`config.mk`:
```
export PLATFORM = sky130hd
export DESIGN_NAME = snake_round_sched
export DESIGN_NICKNAME = d
export VERILOG_FILES = /design/src/rtl/snake_pkg.sv /design/src/rtl/snake_seg_mux.sv /design/src/rtl/snake_round_sched.sv
export SDC_FILE = /design/constraint.sdc
export NUM_CORES = 1
export LEC_CHECK = 0
export BUFFER_PORTS_ARGS = -buffer_cell sky130_fd_sc_hd__buf_2
export CAP_MARGIN = 20
export CELL_PAD_IN_SITES_DETAIL_PLACEMENT = 2
export CELL_PAD_IN_SITES_GLOBAL_PLACEMENT = 2
export CORE_AREA = 2 2 250 252
export DETAILED_ROUTE_END_ITERATION = 8
export DIE_AREA = 0 0 252 254
export GPL_TIMING_DRIVEN = 1
export HOLD_SLACK_MARGIN = 0.03
export PLACE_DENSITY = 0.81
export SKIP_CTS_REPAIR_TIMING = 1
export SYNTH_ARGS = -nofsm -noshare
export SYNTH_HDL_FRONTEND = slang
export SYNTH_SLANG_ARGS = --single-unit
```
`constraint.sdc`:
```
create_clock -name clk -period 9.2 [get_ports clk]
set_input_delay 0.46 -clock clk [delete_from_list [all_inputs] [get_ports clk]]
set_output_delay 0.46 -clock clk [all_outputs]
set_load 0.03 [all_outputs]
```
`src/rtl/snake_pkg.sv`:
```
// Shared types and constants for the two-snake game round scheduler.
package snake_pkg;

  localparam int DEF_NUM_LEN = 10;
  localparam int DEF_MAX_LEN = 31;

  typedef enum logic [2:0] {
    S_IDLE,
    S_WAIT_TICK,
    S_MOVE,
    S_SETTLE,
    S_SCAN,
    S_RESOLVE,
    S_OVER
  } sched_state_e;

  localparam logic [1:0] WIN_NONE = 2'b00;
  localparam logic [1:0] WIN_P1   = 2'b01;
  localparam logic [1:0] WIN_P2   = 2'b10;
  localparam logic [1:0] WIN_DRAW = 2'b11;

endpackage

```
`src/rtl/snake_seg_mux.sv`:
```
// Picks the NUM_LEN-bit segment at index idx out of a packed snake body.
module snake_seg_mux #(
  parameter int MAX_LEN = 31,
  parameter int NUM_LEN = 10,
  parameter int LEN_W   = 5
) (
  input  logic [MAX_LEN*NUM_LEN-1:0] body,
  input  logic [LEN_W-1:0]           idx,
  output logic [NUM_LEN-1:0]         seg
);

  // Out-of-range indices read as zero rather than wrapping.
  always_comb begin
    seg = '0;
    for (int i = 0; i < MAX_LEN; i++) begin
      if (idx == LEN_W'(i)) seg = body[i*NUM_LEN +: NUM_LEN];
    end
  end

endmodule

```
`src/rtl/snake_round_sched.sv`:
```
// Move-tick scheduler: pulses the movers once per tick, then serially scans
// both bodies for collisions and resolves death, game-over and winner.
module snake_round_sched
  import snake_pkg::*;
#(
  parameter int MAX_LEN  = DEF_MAX_LEN,
  parameter int NUM_LEN  = DEF_NUM_LEN,
  parameter int LEN_W    = 5,
  parameter int TICK_DIV = 5_000_000,
  parameter int TICK_W   = 23
) (
  input  logic                       clk,
  input  logic                       rst,
  input  logic                       start,
  input  logic                       pause,
  input  logic [MAX_LEN*NUM_LEN-1:0] snake1,
  input  logic [MAX_LEN*NUM_LEN-1:0] snake2,
  input  logic [LEN_W-1:0]           len1,
  input  logic [LEN_W-1:0]           len2,
  output logic                       move_en,
  output logic                       busy,
  output logic                       dead1,
  output logic                       dead2,
  output logic                       game_over,
  output logic [1:0]                 winner,
  output sched_state_e               dbg_state
);

  localparam logic [TICK_W-1:0] TICK_LAST = TICK_W'(TICK_DIV - 1);

  sched_state_e      state, state_nxt;
  logic [TICK_W-1:0] cnt;
  logic [LEN_W-1:0]  idx, l1, l2, lmax, last;
  logic              hit1, hit2;
  logic [NUM_LEN-1:0] head1, head2, seg1, seg2;
  logic              tick_done, scan_last;

  function automatic logic [LEN_W-1:0] clamp_len(input logic [LEN_W-1:0] l);
    if (int'(l) > MAX_LEN) return LEN_W'(MAX_LEN);
    return l;
  endfunction

  assign head1 = snake1[NUM_LEN-1:0];
  assign head2 = snake2[NUM_LEN-1:0];

  snake_seg_mux #(.MAX_LEN(MAX_LEN), .NUM_LEN(NUM_LEN), .LEN_W(LEN_W)) u_mux1 (
    .body (snake1),
    .idx  (idx),
    .seg  (seg1)
  );

  snake_seg_mux #(.MAX_LEN(MAX_LEN), .NUM_LEN(NUM_LEN), .LEN_W(LEN_W)) u_mux2 (
    .body (snake2),
    .idx  (idx),
    .seg  (seg2)
  );

  // Scan runs to the longer snake; two empty snakes still take one scan cycle.
  assign lmax      = (l1 > l2) ? l1 : l2;
  assign last      = (lmax == '0) ? '0 : lmax - LEN_W'(1);
  assign scan_last = (idx == last);
  assign tick_done = !pause && (cnt == TICK_LAST);

  always_ff @(posedge clk or posedge rst) begin
    if (rst) state <= S_IDLE;
    else     state <= state_nxt;
  end

  always_comb begin
    state_nxt = state;
    case (state)
      S_IDLE:      if (start) state_nxt = S_WAIT_TICK;
      S_WAIT_TICK: if (tick_done) state_nxt = S_MOVE;
      S_MOVE:      state_nxt = S_SETTLE;
      S_SETTLE:    state_nxt = S_SCAN;
      S_SCAN:      if (scan_last) state_nxt = S_RESOLVE;
      S_RESOLVE:   state_nxt = (hit1 || hit2) ? S_OVER : S_WAIT_TICK;
      S_OVER:      if (start) state_nxt = S_WAIT_TICK;
      default:     state_nxt = S_IDLE;
    endcase
  end

  always_comb begin
    move_en   = (state == S_MOVE);
    busy      = (state == S_MOVE) || (state == S_SETTLE) ||
                (state == S_SCAN) || (state == S_RESOLVE);
    game_over = (state == S_OVER);
    dbg_state = state;
  end

  always_ff @(posedge clk or posedge rst) begin
    if (rst) begin
      cnt    <= '0;
      idx    <= '0;
      l1     <= '0;
      l2     <= '0;
      hit1   <= 1'b0;
      hit2   <= 1'b0;
      dead1  <= 1'b0;
      dead2  <= 1'b0;
      winner <= WIN_NONE;
    end else begin
      case (state)
        S_IDLE, S_OVER: begin
          if (start) begin
            cnt    <= '0;
            dead1  <= 1'b0;
            dead2  <= 1'b0;
            winner <= WIN_NONE;
          end
        end
        S_WAIT_TICK: begin
          if (!pause) cnt <= (cnt == TICK_LAST) ? '0 : cnt + TICK_W'(1);
        end
        S_SETTLE: begin
          l1   <= clamp_len(len1);
          l2   <= clamp_len(len2);
          hit1 <= 1'b0;
          hit2 <= 1'b0;
          idx  <= '0;
        end
        S_SCAN: begin
          // Cross-body hits include the other head; self hits skip index 0.
          if ((head1 == seg2) && (idx < l2))                    hit1 <= 1'b1;
          if ((head2 == seg1) && (idx < l1))                    hit2 <= 1'b1;
          if ((head1 == seg1) && (idx != '0) && (idx < l1))     hit1 <= 1'b1;
          if ((head2 == seg2) && (idx != '0) && (idx < l2))     hit2 <= 1'b1;
          if (!scan_last) idx <= idx + LEN_W'(1);
        end
        S_RESOLVE: begin
          dead1 <= hit1;
          dead2 <= hit2;
          if (hit1 && hit2) winner <= WIN_DRAW;
          else if (hit1)    winner <= WIN_P2;
          else if (hit2)    winner <= WIN_P1;
          else              winner <= WIN_NONE;
        end
        default: ;
      endcase
    end
  end

endmodule
```
==> impl_results.md, run 1 <==
- Status: finished clean
- Post-synth EDFFs: 0
- Detailed-route wire length per cell: 39.0 um
- CP delay by family, top: simple AND/OR/NAND/NOR gates
- Worst hold path type: in -> async
- Final HPWL DP: 97.1 mm
- Syn Inst Count: 1,664
- Hold Vio Cnt, Final: 0
- Number of detailed-route iterations in the first pass: 6
- Setup TNS: 0 ns
- Critical Path RT: 9.45 ns
- Most frequent CP cell: o31ai_1
- Worst Setup End Kind: register
- Seq/Total Area, Yosys: 0.104
- Slowest CP cell: nor3_1
- Std cell rows: 91
- WS Path Type: reg -> reg
- Die Ht: 254 um
- IO Count: 644
- Final Critical Period: 5.69 ns
- Area of the core: 0.0613 mm^2
- Crit path buf inv count: 2
- Root Driver: clkbuf_16
- DR vias: 18.5k
- Initial antenna violation count: 39
- Die outline width: 252 um
- Clock transition at path regs: 0.08 ns
- Die area: 0.0640 mm^2
- Flops & latches, synth: 47
- Net Count, Synth: 2,319
- WHS: 0.191 ns
- Async SR Flop Fraction: 1.00
- Nets@finish: 2,867
- I/O Buffers: 643
- Max clock buf depth: 2
- H-tree Lvls: 2
- Vias/cell: 6.13
- Critical path arrival: 5.94 ns
- Antenna-violating nets left: 0
- RSZ-0062 raised after global routing: false
- Ranking of synthesized cells by area: dfrtp_1 (10%), a21oi_1 (5.5%), nand2_1 (5.2%)
- Grt ovf: 0
- CTS Sinks: 47
- Clock Skew: 0.00494 ns
- Clock Latency Late Sink: 0.31 ns
- CP max stage delay: 1.08 ns
- Area leader, netlist: dfrtp_1
- GRT Total Usage: 0.351
- Final Util: 0.254
- Worst-Margin Slew: 1.23 ns
- Worst setup SP type: register
- Global-route wire length before repair: 158 mm
- Slew headroom: 0.174
- Max capacitance violation total: 0
- Layout cells sized above 1: 0.347
- Yosys top cell area share: 0.104
- TritonCTS Buffers: 5
- Total wire length: 118 mm
- Vias in the first global route: 19.2k
- Final worst-path cycle share: 0.619
- Fmax: 176 MHz
- Critical path, cell by cell: inv_1 > ha_4 > buf_4 > nor3_1 > o32ai_1 > o31ai_1 > a211o_1 > a21oi_1 > or4_1 > or4b_1 > o31ai_1 > a31o_1
- GP Congestion: 1.05
- Initial detailed-routing violation count: 1,690
- Synth-to-layout area growth: 37.3%
- Synthesized area: 0.0113 mm^2
- DRC: 0
- Setup-failing EPs final: 0
- Yosys cell types: 94
- Initial core utilization: 0.185
- Fin. max-slew vios: 0
- Max IR drop VDD: 0.0989 mV
- Avg Inst Size Synth: 6.81 um^2
- Ys flop type: dfrtp_1
- Cell Pwr Density: 175 mW/mm^2
- Lkg Pwr: 6.85 nW
- Pin count of the biggest net entering global routing: 74
- Total Power: 0.00272 W
- Synthesis Warnings: 0
- CTS tree: yes
- Crit Path Max Fanout: 65
[cell type report]
cell class / instances / area, um^2
fill: 7442 / 45700
multi-input combinational: 1429 / 9370
timing repair buffer: 694 / 3640
sequential: 47 / 1190
tap: 790 / 988
inverter: 35 / 131
clock buffer: 5 / 125
clock inverter: 3 / 71.3
antenna: 16 / 40.0
[final timing paths]
path                       slack [ns]                        to  cells after the start                from
hold reg to reg                  0.55        cnt[2]$_DFFE_PP0P_                      1  cnt[2]$_DFFE_PP0P_
min in group clk                 0.38         l1[0]$_DFFE_PP0P_                      2             len1[0]
hold / removal                   0.19        cnt[8]$_DFFE_PP0P_                      2                 rst
setup reg to reg                 3.51          hit2$_DFFE_PP0P_                     12  idx[1]$_DFFE_PP0P_
max in group asynchronous        8.46  dbg_state[2]$_DFFE_PP0P_                      3                 rst
setup / recovery                 3.51          hit2$_DFFE_PP0P_                     12  idx[1]$_DFFE_PP0P_
[layer usage]
layer  up-vias  GRT usage  part of all wire
met5         -          0            0.0020
met4        40      0.219             0.074
met3       316     0.0775             0.090
met2      1168      0.578              0.46
met1      9317      0.415              0.38
li1       7653          -                 -
[cells in the final DEF, fill, tap and decap left out, types with 16 or more instances in the layout]
cell type	count
a21oi_1	125
nor2_1	143
diode_2	16
o221ai_1	21
inv_1	33
nand2b_1	32
xnor2_1	18
o21ai_0	99
buf_4	47
or3_1	23
nand4_1	18
a221oi_1	30
a211oi_1	22
nand2_1	156
a32oi_1	21
o22ai_1	51
a22oi_1	30
nand3_1	59
a31oi_1	18
and3_1	24
nor2b_1	21
ha_1	17
a211o_1	17
o32ai_1	23
nor3_1	71
dfrtp_1	44
buf_2	643
mux2i_1	23
o211ai_1	27
[kinds of logic (layout without fill, tap and decap cells)]
group / after synthesis / after routing / synth area share
and+or+nand+nor: 697 / 697 / 0.336
other: 0 / 16 / 0
adders and majority gates: 21 / 21 / 0.0232
muxes: 37 / 37 / 0.0343
AOI/OAI and AO/OA: 640 / 640 / 0.399
DFF: 47 / 47 / 0.104
buffers and inverters: 188 / 737 / 0.0762
xor gates and xnor gates: 34 / 34 / 0.0275
[registers in the layout, indices dropped and copies added, names as in the netlist, 2 cells and up]
register   count
idx            5
dbg_state      3
l1             5
l2             5
cnt           23
winner         2
[synthesized netlist by cell type, drive strengths merged, types with 24 or more instances]
| cell | number |
|---|---|
| a22oi | 30 |
| nand2b | 32 |
| o22ai | 51 |
| a21oi | 125 |
| nand3 | 59 |
| clkbuf | 93 |
| nor2 | 143 |
| nor3 | 71 |
| nand2 | 156 |
| o211ai | 28 |
| buf | 60 |
| and3 | 24 |
| o21ai | 104 |
| o32ai | 25 |
| dfrtp | 47 |
| a221oi | 31 |
| inv | 34 |
[report_power, final]
group	internal [W]	leakage, nW	switching [W]
Clock	0.000158	0.0960	0.0000984
Combinational	0.000738	6.15	0.00139
Sequential	0.000251	0.608	0.0000858
[metrics by stage]
stage	cell area (um^2)	cells	worst slack [ns]
after floorplan	11300	1664	4.80
after CTS	15500	3000	3.67
after global routing	15500	3013	3.36
final	15600	3019	3.51
after detailed placement	15300	2992	3.72
after global placement	15200	2990	3.50
(Power assumes the default switching activity.)
==> run 2: changes to the inputs <==
PLACE_DENSITY = 0.83   (was 0.81)
clock period = 4.6 ns   (was 9.2 ns; I/O delays follow)
==> run 2 against run 1 <==
Against the previous run: the flow now finishes with violations (setup timing); largest power group unchanged; non-clock buffer count up 209; clock skew rose by 0.0031 ns; worst hold slack got worse by 0.10 ns; first-iteration DRC count up 5.4%; clock power is 54% higher; combinational power increased by 140%.
==> impl_results.md, run 2 (same netlist as run 1, synthesis figures left out) <==
- Worst-Margin Slew: 0.954 ns (-0.276 ns)
- GRT Total Usage: 0.362 (+0.0111)
- Fill cells: 7,416 (-0.35%)
- TritonCTS Buffers: 5 (unchanged)
- Root Driver: clkbuf_16
- Cell Pwr Density: 356 mW/mm^2 (+100%)
- Crit Path Max Fanout: 17 (-74%)
- Vias/cell: 5.98 (-2.3%)
- Max capacitance violation total: 0 (unchanged)
- Critical path arrival: 4.86 ns (-1.08 ns)
- Clock Skew: 0.00805 ns (+0.00311 ns)
- DRC: 0 (unchanged)
- Pin count of the biggest net entering global routing: 48 (-35%)
- CTS Sinks: 47 (unchanged)
- IO Count: 644 (unchanged)
- Setup-failing EPs final: 1 (+1)
- Most common cell after layout, fill and taps aside: buf_2
- Max clock buf depth: 2 (unchanged)
- Clock Latency Late Sink: 0.31 ns (about the same)
- Detailed-route wire length per cell: 37.6 um (-3.7%)
- Std cell rows: 91 (unchanged)
- Worst Setup End Kind: register
- Fin. max-slew vios: 0 (unchanged)
- Slew headroom: 0.364 (+0.190)
- Grt ovf: 0 (unchanged)
- Largest Register: cnt
- I/O Buffers: 643 (unchanged)
- H-tree Lvls: 2 (unchanged)
- Die area: 0.0640 mm^2 (unchanged)
- WS Path Type: reg -> reg
- Fin area: 0.0173 mm^2 (+11%)
- DR vias: 19.3k (+4.6%)
- Antenna-violating nets left: 0 (unchanged)
- Fmax: 217 MHz (+23%)
- Status: finished, violations left
- Worst Slack Setup Final: -0.0125 ns (-3.52 ns)
- Die outline width: 252 um (unchanged)
- Met3 GRT Util: 0.0553 (-0.0222)
- Final HPWL DP: 104 mm (+7.5%)
- Global-route wire length before repair: 163 mm (+3.6%)
- Final Util: 0.282 (+0.0281)
- Failing checks: setup timing
- Area of the core: 0.0613 mm^2 (unchanged)
- Lkg Pwr: 7.90 nW (+15%)
- Number of detailed-route iterations in the first pass: 6 (unchanged)
- Hold Vio Cnt, Final: 0 (unchanged)
- Initial core utilization: 0.185 (unchanged)
- Initial antenna violation count: 34 (-13%)
- Total wire length: 122 mm (+3.1%)
- Synth-to-layout area growth: 52.5%
- Final Critical Period: 4.61 ns (-1.08 ns)
- Critical Path RT: 4.85 ns (-4.60 ns)
- Final worst-path cycle share: 1.00 (+0.384)
- CP startpoint: idx[4]$_DFFE_PP0P_
- Worst setup SP type: register
- Met1 Usage GRT: 0.436 (+0.0216)
- Nets@finish: 3,076 (+7.3%)
- Layout cells sized above 1: 0.405 (+0.0580)
- Max FFs per register: 23 (unchanged)
- Worst hold path type: in -> async
- Post-DP Area: 0.0170 mm^2 (+11%)
- Initial detailed-routing violation count: 1,782 (+5.4%)
- R2r setup slk: -0.01 ns (-3.52 ns)
- Placed cells: 3,201 (+7.0%)
- Commonest cells after routing, fill and taps aside: buf_2 (643), buf_4 (244), nand2_1 (156)
- GR Util met2: 0.606 (+0.0278)
- GP Congestion: 1.06 (+0.82%)
- Vias in the first global route: 20.5k (+6.8%)
- Max IR drop VDD: 0.251 mV (+150%)
- GR peak layer: met2
- RSZ-0062 raised after global routing: true
- CTS tree: yes
- Reg-to-reg critical path startpoint: idx[4]$_DFFE_PP0P_
- Clock transition at path regs: 0.08 ns (about the same)
- Die Ht: 254 um (unchanged)
- Layout Cells excl Fill: 3,233 (+7.1%)
==> run 2: final timing paths <==
path                                       endpoint  cells after the start
max                                hit1$_DFFE_PP0P_                     11
min reg2reg                      cnt[2]$_DFFE_PP0P_                      1
max reg2reg                        hit1$_DFFE_PP0P_                     11
min in group clk                  l2[1]$_DFFE_PP0P_                      2
min                        dbg_state[1]$_DFFE_PP0P_                      3
max in group asynchronous        idx[2]$_DFFE_PP0P_                      3
==> run 2: layer usage <==
metal | vias up | wire, um
li1 | 8083 | -
met1 | 9790 | 48100
met2 | 1134 | 56100
met3 | 317 | 8520
met4 | 22 | 8650
met5 | - | 129
==> run 2: worst max-delay path, stage by stage (launching register included) <==
cell and delay [ns]:
dfrtp_2 0.57, buf_4 0.24, nor3_1 0.69, o221ai_1 0.35, o221ai_1 0.45, a21oi_1 0.24, o211ai_1 0.70, a221oi_4 0.20
xnor2_1 0.20, or4_1 0.52, nor4_1 0.23, a211o_1 0.15
==> run 2: final cells by class <==
class                   instances  area, um^2  share of cell area
inverters                      35         131             0.00760
multi-input cells            1429        9420               0.545
diodes                         21        52.6             0.00304
flip-flops and latches         47        1180              0.0684
repair buffers                903        5350               0.310
well taps                     790         988              0.0572
clock inverters                 3        22.5             0.00130
clock buffers                   5         125             0.00724
==> run 2: stage by stage <==
stage	worst slack [ns]	power [W]	hold WS, ns	setup TNS, ns
floorplan	0.197	0.00291	0.381	0
global placement	-0.168	0.00536	0.430	-0.311
detailed placement	-0.262	0.00550	0.449	-0.517
CTS	-0.291	0.00592	0.123	-0.568
global route	-0.0412	0.00633	0.157	-0.0412
finish	-0.0125	0.00615	0.0883	-0.0125
==> run 2: where the power goes <==
group	internal [W]	leakage [nW]	switching, W
registers	0.000504	0.609	0.000144
clock network	0.000205	0.0747	0.000192
logic	0.00197	7.22	0.00313
